## src/rtl/q_meas_avg.sv

```systemverilog
// q_meas_avg: after each trigger, waits out a settling window, then averages ADC samples into q_measured.
// Define Q_MEAS_MINMAX_REJECT_EN to collect 2**LOG2_N+2 samples and drop one minimum and one maximum.
module q_meas_avg #(
  parameter int BUS_WIDTH     = 10,
  parameter int LOG2_N        = 3,
  parameter int SETTLE_CYCLES = 16
) (
  input  logic                 clk,
  input  logic                 rst,
  input  logic [BUS_WIDTH-1:0] i_ref,
  input  logic                 start,
  input  logic [BUS_WIDTH-1:0] adc_sample,
  input  logic                 adc_valid,
  output logic [BUS_WIDTH-1:0] q_measured,
  output logic                 q_valid,
  output logic                 busy
);

`ifdef Q_MEAS_MINMAX_REJECT_EN
  localparam int NSAMP = (2 ** LOG2_N) + 2;
`else
  localparam int NSAMP = 2 ** LOG2_N;
`endif
  localparam int AW = BUS_WIDTH + LOG2_N + 1;
  localparam int CW = $clog2(NSAMP + 1);
  localparam int SW = (SETTLE_CYCLES > 1) ? $clog2(SETTLE_CYCLES) : 1;
  localparam logic [SW-1:0] SETTLE_LAST = SW'((SETTLE_CYCLES > 0) ? SETTLE_CYCLES - 1 : 0);
  localparam logic [CW-1:0] SAMP_LAST   = CW'(NSAMP - 1);

  typedef enum logic [2:0] {S_IDLE, S_SETTLE, S_ACCUM, S_TRIM, S_DONE} state_t;

  localparam state_t START_ST = (SETTLE_CYCLES == 0) ? S_ACCUM : S_SETTLE;

  state_t               state_q, state_d;
  logic [BUS_WIDTH-1:0] i_ref_q;
  logic [SW-1:0]        settle_q, settle_d;
  logic [CW-1:0]        cnt_q, cnt_d;
  logic [AW-1:0]        acc_q, acc_d;
  logic [BUS_WIDTH-1:0] q_meas_q, q_meas_d;
  logic                 q_valid_q, q_valid_d;
  logic                 trig;
  logic                 restart;
`ifdef Q_MEAS_MINMAX_REJECT_EN
  logic [BUS_WIDTH-1:0] min_q, min_d, max_q, max_d;
  logic                 pend_q, pend_d;
`endif

  always_comb begin
    trig      = start || (i_ref != i_ref_q);
    state_d   = state_q;
    settle_d  = settle_q;
    cnt_d     = cnt_q;
    acc_d     = acc_q;
    q_meas_d  = q_meas_q;
    q_valid_d = 1'b0;
    restart   = 1'b0;
`ifdef Q_MEAS_MINMAX_REJECT_EN
    min_d     = min_q;
    max_d     = max_q;
    pend_d    = pend_q;
`endif
    case (state_q)
      S_IDLE: restart = trig;
      S_SETTLE: begin
        if (trig)                          restart  = 1'b1;
        else if (settle_q == SETTLE_LAST)  state_d  = S_ACCUM;
        else                               settle_d = settle_q + SW'(1);
      end
      S_ACCUM: begin
        if (trig) begin
          restart = 1'b1;
        end else if (adc_valid) begin
          acc_d = acc_q + AW'(adc_sample);
          cnt_d = cnt_q + CW'(1);
`ifdef Q_MEAS_MINMAX_REJECT_EN
          if (cnt_q == '0 || adc_sample < min_q) min_d = adc_sample;
          if (cnt_q == '0 || adc_sample > max_q) max_d = adc_sample;
          if (cnt_q == SAMP_LAST) state_d = S_TRIM;
`else
          if (cnt_q == SAMP_LAST) state_d = S_DONE;
`endif
        end
      end
`ifdef Q_MEAS_MINMAX_REJECT_EN
      // Trim stage is part of the publish sequence: a trigger here is remembered, not an abort.
      S_TRIM: begin
        acc_d   = acc_q - AW'(min_q) - AW'(max_q);
        pend_d  = trig;
        state_d = S_DONE;
      end
`endif
      S_DONE: begin
        q_meas_d  = acc_q[LOG2_N +: BUS_WIDTH];
        q_valid_d = 1'b1;
`ifdef Q_MEAS_MINMAX_REJECT_EN
        restart   = trig || pend_q;
`else
        restart   = trig;
`endif
        if (!restart) state_d = S_IDLE;
      end
      default: state_d = S_IDLE;
    endcase
    if (restart) begin
      state_d  = START_ST;
      settle_d = '0;
      cnt_d    = '0;
      acc_d    = '0;
`ifdef Q_MEAS_MINMAX_REJECT_EN
      pend_d   = 1'b0;
`endif
    end
  end

  always_ff @(posedge clk) begin
    i_ref_q <= i_ref;
    if (rst) begin
      state_q   <= S_IDLE;
      settle_q  <= '0;
      cnt_q     <= '0;
      acc_q     <= '0;
      q_meas_q  <= '0;
      q_valid_q <= 1'b0;
`ifdef Q_MEAS_MINMAX_REJECT_EN
      min_q     <= '0;
      max_q     <= '0;
      pend_q    <= 1'b0;
`endif
    end else begin
      state_q   <= state_d;
      settle_q  <= settle_d;
      cnt_q     <= cnt_d;
      acc_q     <= acc_d;
      q_meas_q  <= q_meas_d;
      q_valid_q <= q_valid_d;
`ifdef Q_MEAS_MINMAX_REJECT_EN
      min_q     <= min_d;
      max_q     <= max_d;
      pend_q    <= pend_d;
`endif
    end
  end

  assign q_measured = q_meas_q;
  assign q_valid    = q_valid_q;
  assign busy       = (state_q != S_IDLE);

endmodule

```

## config.mk

```make
export PLATFORM = sky130hd
export DESIGN_NAME = q_meas_avg
export DESIGN_NICKNAME = d
export VERILOG_FILES = /design/src/rtl/q_meas_avg.sv
export SDC_FILE = /design/constraint.sdc
export NUM_CORES = 1
export LEC_CHECK = 0
export ABC_AREA = 1
export CORE_MARGIN = 2
export CORE_UTILIZATION = 45
export DETAILED_ROUTE_END_ITERATION = 16
export GPL_ROUTABILITY_DRIVEN = 0
export GPL_TIMING_DRIVEN = 0
export PLACE_DENSITY = 0.75
export SYNTH_ARGS = -nofsm -noshare
export SYNTH_HDL_FRONTEND = slang
export SYNTH_SLANG_ARGS = --single-unit
```

## constraint.sdc

```tcl
create_clock -name clk -period 2.3 [get_ports clk]
set_input_delay 0.345 -clock clk [delete_from_list [all_inputs] [get_ports clk]]
set_output_delay 0.345 -clock clk [all_outputs]
set_load 0.02 [all_outputs]
```

# Word level (Yosys, flattened, before mapping)
# Cells that the tools add are included.
[op_classes]
addsub = 3
n_mul = 0
div_mod_pow = 0
n_lt_le_gt_ge = 0
n_eq_ne = 19
n_shift = 0
muxes = 11
bitwise_logic = 3
reduce_logical = 10
[ops]
columns = ["op", "n"]
rows = [
  ["$mux W3", 6],
  ["$ne A3 B3 Y1 const B", 6],
  ["$add A14 B10 Y14", 1],
  ["$ne A2 B2 Y1 const B", 7],
  ["$reduce_and A7 Y1", 2],
  ["$pmux W3 S4", 1],
  ["$ne A10 B10 Y1", 1],
  ["$add A4 B1 Y4 const B", 2],
  ["$reduce_and A3 Y1", 2],
  ["$reduce_or A2 Y1", 3],
  ["$eq A4 B3 Y1 const B", 1],
  ["$eq A4 B4 Y1 const B", 1],
  ["$eq A3 B1 Y1 const B", 1],
  ["$eq A3 B2 Y1 const B", 1],
  ["$eq A3 B3 Y1 const B", 1],
  ["$logic_not A3 Y1", 1],
  ["$mux W1", 3],
  ["$not A1 Y1", 3],
  ["$reduce_bool A3 Y1", 1],
  ["$pmux W1 S2", 1],
  ["$logic_or A1 B1 Y1", 1],
]
[word_totals]
regBits = 46
latch_bits = 0
ram_bits = 0
romBits = 0
in_bits = 24
word_cells = 54
n_memories = 0

# Longest topological paths before layout
# Gate-level depths: netlist of the first run.
[depth]
depth_word = 6
depth_mapped = 12
ltp_nobuf = 12

# Least setup slack after synthesis of the first run
# OpenSTA, ideal clock, no wires.
[synth_timing]
path_kind = "in2reg"
startpoint = "input adc_sample[0]"
endpoint = "register acc_q[8]"
arrival_time_ns = 1.634
t_required_ns = 2.186
setup_slack_ns = 0.552
path_stages = 10
cell_sequence = "ha_1 fa_1 nand3_1 nand3_1 nand2_1 nand2_1 nand2_1 nand3b_1 a21oi_1 nor2_1"
[synth_between]
elab_chain_cells = 1
[synth_rtl]
columns = ["item", "line_no", "text"]
rows = [
  ["start: declaration", "12", "input logic [BUS_WIDTH-1:0] adc_sample,"],
  ["$add A14 B10 Y14", "73", "acc_d = acc_q + AW'(adc_sample);"],
  ["end signal: assignment", "121", "acc_q <= '0;"],
  ["end signal: assignment", "133", "acc_q <= acc_d;"],
  ["end: declaration", "38", "logic [AW-1:0] acc_q, acc_d;"],
]
# Every way passes these cells.
# A chain may end at the register's enable or synchronous reset.

# Worst setup path in the final report of the first run
# Ends and elaborated chain as after synthesis.

==> impl_metrics.json, run 1 <==
{
  "outcome": "finished, final reports clean",
  "crit_path_frequent_cell": "nand2_1",
  "final_cell_mix": "nand2_1 (113), nor2_1 (53), inv_1 (48), dfxtp_1 (45), clkdlybuf4s50_1 (35)",
  "die_area_mm2": 0.005947,
  "power_leakage_nw": 1.361,
  "yosysTopAreaCellShare_pct": 37.44,
  "drc": 0,
  "dpl.hpwl_mm": 3.802,
  "grt_pass1_wl_mm": 8.500,
  "fp.dieH_um": 77.12,
  "power_w": 0.001617,
  "vias": 2262,
  "finalSetupViolations": 0,
  "syn_avg_cell_area_um2": 6.574,
  "dr_wl_met2_mm": 2.342,
  "cts_tree": "built",
  "grt_pass1_vias": 1983,
  "startpoint_type": "input port",
  "fin_util_pct": 57.67,
  "synth_nets": 403,
  "reg2regPathDepth": 10,
  "core-area_mm2": 0.005140,
  "yosys_warnings": 0,
  "final_max_slew_viol_count": 0,
  "r2r_start": "acc_q[0]",
  "r2r_slack_ns": 0.42,
  "timing.rr.end": "acc_q[8]",
  "grt_max_degree": 15,
  "rsz0062_at_grt": "no",
  "min_period_over_period_pct": 88.54,
  "syn-cell-area_mm2": 0.002406,
  "drive_above_1_share_pct": 4.401,
  "overflow": 0,
  "fp.dieW_um": 77.12,
  "drtAntennaViolNets": 0,
  "cts_max_path_buffers": 2,
  "max_stage_delay_ns": 0.45,
  "tightest_slew_ns": 0.4099,
  "crit_chain": "clkdlybuf4s50_1 -> ha_1 -> fa_1 -> nand3_1 -> nand3_1 -> nand2_1 -> nand2_1 -> nand2_1 -> nand3b_1 -> a21oi_1 -> nor2_1",
  "cp.arrival_ns": 2.25,
  "n_fill_cell": 531,
  "cts_root_buf": "clkbuf_8",
  "syn_to_final_growth_pct": 23.19,
  "top_layer": "met4",
  "cp-startpoint": "adc_sample[0]",
  "wire_per_inst_um": 10.13,
  "pwr-share-comb_pct": 10.9,
  "clk_latency_ns": 0.31,
  "pwr-share-clk_pct": 39.5,
  "nNetsFinal": 445,
  "boundaryPins": 36,
  "hold_depth": 2,
  "cts_buffers": 5,
  "diodes": 0,
  "ir_worst_vdd_v": 0.0003715,
  "routed_via_density": 4.722,
  "internal_power_w": 0.001230,
  "yosys.area.top_type": "dfxtp_1",
  "clk_pin_slew_ns": 0.10,
  "min_from": "acc_q[0]",
  "period_minus_slack_ns": 2.036,
  "ys_ff_latch": 45,
  "hp-class": "reg2reg",
  "slew_headroom_pct": 72.67,
  "wl_met1_mm": 2.316,
  "drtIter0Drc": 116,
  "max_freq_ghz": 0.4911,
  "critPathCaptureType": "flip-flop",
  "swShare_pct": 23.94,
  "p_sw_w": 0.0003871,
  "required_ns": 2.51,
  "wl_met3_um": 175,
  "min_to": "acc_q[0]",
  "cap_violations": 0,
  "finalHoldViolCount": 0,
  "finClkSkew_ns": 0.01218,
  "ys_seq_area_share_pct": 37.44,
  "antenna_found_initial": 0,
  "crit_path_max_fanout": 4,
  "cts_max_level": 2,
  "port_buffers": 35,
  "ys_types": 25,
  "layout_commonest_cell": "nand2_1",
  "powerDensity_mw_per_mm2": 545.6,
  "critPathSlowestCell": "fa_1",
  "wl_mm": 4.852,
  "numClockSinks": 45,
  "ys_top_cells_by_area": "dfxtp_1 (37%), nand2_1 (18%), nor2_1 (8.3%)",
  "cts_resized": 0,
  "cts_setup_buffers": 0,
  "postSynthCellCount": 366,
  "ctsHoldBuffers": 0,
  "rows": 26,
  "pwr-share-seq_pct": 49.6,
  "path_class": "in2reg",
  "dr.pass1.iters": 4,
  "start_util_pct": 46.81,
  "grtUsageTotal_pct": 17.53
}
-- worst max-delay path, delay by kind of cell --
| kind | cells | cell delay, ns |
|---|---|---|
| fa+ha+maj | 2 | 0.71 |
| simple gates | 7 | 0.63 |
| buf+inv | 1 | 0.40 |
| compound gates | 1 | 0.15 |
-- state kept, by name, summed over array words and instances, names as in the netlist --
register    count
settle_q        4
q_measured     10
state_q         3
cnt_q           4
i_ref_q        10
acc_q          13
q_valid         1
-- Yosys cell counts --
cell type	count
inv_1	48
fa_1	1
nand2_1	113
ha_1	12
nor3_1	2
o21ai_1	2
nor2_4	1
nand3b_1	1
o21bai_1	2
nand2_2	2
inv_2	1
clkbuf_1	2
buf_4	1
nand3_1	22
xnor2_1	4
a21oi_1	28
buf_2	2
xor2_1	5
o21ai_0	10
nand4_1	4
nor3b_1	1
or2_0	1
nor2_2	3
nor2_1	53
dfxtp_1	45
-- logic make-up after synthesis --
kind of cell	Yosys count	share of synthesized area, %
buffers and inverters	54	8.684
flip-flops	45	37.44
AO/OA/AOI/OAI	42	8.944
XOR/XNOR	9	3.276
AND/OR/NAND/NOR	203	34.58
adder cells (fa/ha/maj)	13	7.072
-- metrics by stage --
stage | setup slack (ns) | hold WS (ns) | cells | instance area [µm²] | setup TNS, ns
final | 0.2636 | 0.4750 | 479 | 2964 | 0
after detailed placement | -0.06364 | 0.4667 | 471 | 2844 | -0.06364
after global routing | 0.1231 | 0.4954 | 479 | 2964 | 0
after floorplan | 0.5521 | 0.3727 | 366 | 2406 | 0
after CTS | 0.2598 | 0.4798 | 479 | 2964 | 0
after global placement | -0.05458 | 0.4561 | 471 | 2844 | -0.05458
-- layout make-up --
class | instances | area [µm²] | area share, %
well taps | 70 | 87.58 | 2.955
multi-input cells | 267 | 1296 | 43.73
inverters | 49 | 183.9 | 6.205
repair buffers | 35 | 350.3 | 11.82
plain buffers | 5 | 25.02 | 0.8442
clock inverters | 2 | 37.54 | 1.266
flip-flops and latches | 45 | 900.9 | 30.39
clock buffers | 6 | 82.58 | 2.786
-- power groups by stage --
stage | Clock (W) | Sequential [W] | Combinational (W)
5_1_grt | 0.000685 | 0.000804 | 0.000201
2_1_floorplan | 0 | 0.000823 | 0.0000976
6_report | 0.000638 | 0.000802 | 0.000177
3_5_place_dp | 0 | 0.000820 | 0.000176
3_3_place_gp | 0 | 0.000820 | 0.000174
4_1_cts | 0.000644 | 0.000802 | 0.000177
-- worst max-delay path by stage --
stage                          end  slack, ns  cells after the start
after floorplan           acc_q[8]       0.55                     10
after global placement    acc_q[8]      -0.05                     11
after detailed placement  acc_q[8]      -0.06                     11
after CTS                 acc_q[8]       0.26                     11
after global routing      acc_q[8]       0.12                     11
final                     acc_q[8]       0.26                     11
-- metal layers --
layer  vias up  track usage, %
li1       1225               -
met1       994           21.84
met2        39           30.70
met3         4           4.471
met4         0           3.214
met5         -               0
No activity file was read; power rests on OpenSTA's default activity.
==> inputs of run 2 (changes only) <==
Settings changed: CAP_MARGIN set to 20.
==> results of run 2 <==
Final layout, timing and power as in run 1 (identical DEF).
